$ cat src/rtl/registers.sv
// 32-entry register file with two combinational read ports and one write port.
// r0 is hardwired to zero, and a same-cycle write is forwarded to a matching read port.
module registers #(
    parameter int unsigned DATA_WIDTH = 32,
    parameter int unsigned ADDR_WIDTH = 5
) (
    input  logic                  clk,
    input  logic                  rst_n,
    input  logic [ADDR_WIDTH-1:0] read_addr_a,
    input  logic [ADDR_WIDTH-1:0] read_addr_b,
    input  logic [ADDR_WIDTH-1:0] write_address,
    input  logic [DATA_WIDTH-1:0] write_data,
    input  logic                  reg_write,
    output logic [DATA_WIDTH-1:0] data_a,
    output logic [DATA_WIDTH-1:0] data_b
);

    localparam int unsigned DEPTH = 2 ** ADDR_WIDTH;

    // Entry 0 has no storage; it always reads as zero.
    logic [DATA_WIDTH-1:0] r_regs [1:DEPTH-1];

    logic                  w_write_en;
    logic [DATA_WIDTH-1:0] w_rd_a;
    logic [DATA_WIDTH-1:0] w_rd_b;

    assign w_write_en = rst_n && reg_write && (write_address != '0);

    always_ff @(posedge clk or negedge rst_n) begin
        if (!rst_n) begin
            for (int unsigned i = 1; i < DEPTH; i++) begin
                r_regs[i] <= '0;
            end
        end else begin
            for (int unsigned i = 1; i < DEPTH; i++) begin
                if (w_write_en && (write_address == ADDR_WIDTH'(i))) begin
                    r_regs[i] <= write_data;
                end
            end
        end
    end

    // Port A: array lookup, then write-first bypass, then reset gating.
    always_comb begin
        w_rd_a = '0;
        for (int unsigned i = 1; i < DEPTH; i++) begin
            if (read_addr_a == ADDR_WIDTH'(i)) begin
                w_rd_a = r_regs[i];
            end
        end
        if (w_write_en && (write_address == read_addr_a)) begin
            w_rd_a = write_data;
        end
        if (!rst_n) begin
            w_rd_a = '0;
        end
    end

    // Port B: same structure as port A, fully independent.
    always_comb begin
        w_rd_b = '0;
        for (int unsigned i = 1; i < DEPTH; i++) begin
            if (read_addr_b == ADDR_WIDTH'(i)) begin
                w_rd_b = r_regs[i];
            end
        end
        if (w_write_en && (write_address == read_addr_b)) begin
            w_rd_b = write_data;
        end
        if (!rst_n) begin
            w_rd_b = '0;
        end
    end

    assign data_a = w_rd_a;
    assign data_b = w_rd_b;

endmodule

$ cat config.mk
export PLATFORM = sky130hd
export DESIGN_NAME = registers
export DESIGN_NICKNAME = d
export VERILOG_FILES = /design/src/rtl/registers.sv
export SDC_FILE = /design/constraint.sdc
export NUM_CORES = 2
export LEC_CHECK = 0
export ABC_AREA = 1
export BUFFER_PORTS_ARGS = -buffer_cell sky130_fd_sc_hd__buf_4
export CAP_MARGIN = 10
export CORE_MARGIN = 3
export CORE_UTILIZATION = 25
export CTS_BUF_LIST = sky130_fd_sc_hd__clkbuf_16
export CTS_CLUSTER_DIAMETER = 50
export DETAILED_ROUTE_END_ITERATION = 10
export HOLD_SLACK_MARGIN = 0.15
export PLACE_DENSITY = 0.44
export SLEW_MARGIN = 25
export SYNTH_ARGS = -nofsm -noshare
export SYNTH_HDL_FRONTEND = slang
export SYNTH_SLANG_ARGS = --single-unit
$ cat constraint.sdc
create_clock -name clk -period 7.67 [get_ports clk]
set_input_delay 1.1505 -clock clk [delete_from_list [all_inputs] [get_ports clk]]
set_output_delay 1.1505 -clock clk [all_outputs]
set_load 0.01 [all_outputs]
==> impl_metrics.tcl <==
set metrics [dict create \
    status "finished clean" \
    cts_resized 0 \
    crit_chain "buf_4 > inv_2 > nand4_1 > buf_4 > buf_4 > nand3_1 > nand2_1 > nand4_1 > nor2_1 > nand4_1 > nor2_1 > nand4_1 > nand2_1 > nand4_1 > nand2_1 > nand4_1 > nand2_1 > nand3_1 > nand2_1 > nand4_1 > nand2_1 > a21oi_1 > buf_4" \
    setup_ws_ns 1.15 \
    ys_warn_count 0 \
    yosys-top-cells-count "nand2_1, o21ai_0, dfrtp_1, nor2_1, inv_1" \
    tightestPinTransition_ns 1.07 \
    antenna_found_initial 8 \
    cell_internal_pwr_w 0.0104 \
    portBuffers 113 \
    path_max_fanout 21 \
    cp.required_ns 6.52 \
    seq_power_share 0.442 \
    synth_most_common_cell "nand2_1" \
    vias_per_cell 4.86 \
    critical_path_class "input pin to primary output" \
    drt-initial-drc-count 5388 \
    fillerInstances 22600 \
    max_freq_ghz 0.153 \
    die-area_sq_um 215000 \
    synth_cells 7410 \
    grt_start_max_net_pins 124 \
    synth_flop_cell "dfrtp_1" \
    async_reset_ff_frac 1.00 \
    cts.path.max_buffers 3 \
    grt_pass1_wl_um 330000 \
    p_sw_frac 0.292 \
    use_met3 0.0283 \
    vias 49800 \
    largest-register "r_regs" \
    rows 167 \
    cts_setup_buffers 0 \
    crit_buf_inv 5 \
    min_path_type "input pin to async pin" \
    core_sq_um 207000 \
    htree_levels 4 \
    total_power_w 0.0146 \
    hold_violations 0 \
    cts_tree "yes" \
    p_leak_nw 27.2 \
    rsz0062_at_grt "false" \
    synthToLayoutAreaGrowth_pct 16.7 \
    cts_sinks 992 \
    power.density_nw_per_um2 240 \
    ir_drop_v 0.000162 \
    comb_power_share 0.113 \
    wire_per_inst_um 21.6 \
    synth_area_sq_um 52300 \
    start_kind "input pin" \
    synth-edff-count 0 \
    p_clk_frac 0.444 \
    met1_usage 0.293 \
    layout-drive-gt1-share 0.0988 \
    worstSkewPairLatency_ns 0.76 \
    ant_nets 0 \
    dp_hpwl_um 148000 \
    postCtsHoldBufs 0 \
    fin_crit_sh 0.851 \
    finalSetupViolations 0 \
    cp_top_family "simple AND/OR/NAND/NOR gates" \
    largest_reg_flops 992 \
    die_w_um 463 \
    maxCapViolCount 0 \
    yosys.area.top_type "dfrtp_1" \
    dpl_worst_slack_ns 1.26 \
    ioPinCount 114 \
    path_common_cell "nand4_1" \
    yosysSeqAreaShare 0.475 \
    path_clk_slew_ns 0.06 \
    synth.top_cells.by_area "dfrtp_1, nand2_1, o21ai_0" \
    switchingPower_w 0.00428 \
    track_usage 0.203 \
    initial_core_util 0.252 \
    finalWeightedCongestion 0.896 \
    synth_nets 7460 \
    seqCellArea_sq_um 24800 \
    wl_um 222000 \
    synth_top_area_frac 0.475 \
    groute.layer.met2.usage 0.312 \
    final_nets 7391 \
    fin_skew_ns 0 \
    die_y_um 463 \
    grt_pass1_vias 46600 \
    root_buffer "clkbuf_16" \
    synth_cell_type_count 29 \
    cts_buffers 139 \
    remaining_drc_errors 0 \
    cpMaxStageDelayCell "nand4_1" \
    min_period_ns 6.52 \
    gr-total-overflow 0 \
    crit_arrival_ns 5.37 \
    slowest_delay_ns 0.39 \
    dr.pass1.iters 6 \
    setup_tns_ns 0 \
    multi_input_area_sq_um 23900 \
    grt.busiest_layer "met2" \
    avgSynthCellArea_sq_um 7.05 \
    ys_ff_latch 992 \
    slew_violations 0 \
    largest_registers "r_regs x992" \
    relSlewSlack 0.279 \
    end_kind "primary output" \
]
power by group through the flow:
stage	Combinational, W	Sequential [W]	Clock, W
after floorplan	0.000993	0.00640	0
after global placement	0.00163	0.00654	0
after detailed placement	0.00166	0.00655	0
after CTS	0.00166	0.00647	0.00665
after global routing	0.00190	0.00657	0.00687
final	0.00166	0.00648	0.00651
per-layer routing:
layer / share of wire / vias up
met1: 0.47 / 24300
met3: 0.060 / 293
met5: 0 / -
met2: 0.44 / 1672
li1: - / 23600
met4: 0.026 / 0
worst register-to-register path: stages (launching register included):
cell	delay (ns)
dfrtp_1	0.46
nand2_1	0.10
o21ai_0	0.10
through the flow:
| stage | cell area, sq um | hold slack, ns | cells | utilization |
|---|---|---|---|---|
| detailed placement | 56400 | 0.473 | 9988 | 0.272 |
| floorplan | 52300 | 0.453 | 7410 | - |
| global route | 61000 | 0.232 | 10200 | 0.294 |
| finish | 61000 | 0.254 | 10300 | 0.294 |
| CTS | 61000 | 0.207 | 10200 | 0.294 |
| global placement | 56400 | 0.466 | 9988 | 0.272 |
cell type report:
class                           instances  share of cell area
Antenna cell                           10            0.000410
Clock buffer                          146              0.0599
Clock inverter                        110              0.0150
Inverter                              518              0.0319
Multi-Input combinational cell       5401               0.391
Sequential cell                       992               0.407
Tap cell                             2788              0.0572
Timing Repair Buffer                  289              0.0376
logic make-up after synthesis:
family | count (synthesis) | share of synthesized area
XOR/XNOR | 6 | 0.00101
buffers and inverters | 1017 | 0.0741
AND/OR/NAND/NOR | 4080 | 0.324
flip-flops | 992 | 0.475
AO/OA/AOI/OAI | 1315 | 0.126
layout by cell type, fill, tap and decap left out, types with 2 or more instances in the layout:
master	synthesis	final
a21oi_1	232	232
buf_12	0	9
buf_4	4	278
bufinv_16	0	13
clkbuf_16	0	146
clkinv_1	7	36
clkinv_2	0	22
clkinv_4	0	6
clkinvlp_4	0	8
dfrtp_1	992	992
diode_2	0	10
inv_1	501	503
inv_2	10	27
inv_6	0	11
nand2_1	2835	2804
nand2_2	0	20
nand2_4	1	12
nand3_1	153	153
nand4_1	392	392
nor2_1	539	504
nor2_2	5	35
nor2_4	2	7
nor3_2	3	6
nor3_4	2	4
nor3b_1	4	4
nor4_1	2	2
o21ai_0	1081	1081
o21ai_1	2	2
or2_0	4	4
or2_1	3	3
or2_2	128	128
xor2_1	6	6
worst paths after layout:
check / endpoint / depth (start not counted) / start / slack, ns
max: data_b[6] / 23 / read_addr_b[4] / 1.15
max reg2reg: r_regs[959] / 2 / r_regs[959] / 6.87
min in group clk: r_regs[527] / 2 / r_regs[527] / 0.48
min reg2reg: r_regs[527] / 2 / r_regs[527] / 0.48
max in group asynchronous: r_regs[762] / 5 / rst_n / 4.06
min: r_regs[13] / 1 / rst_n / 0.25
Power figures use the tool's default switching activity.
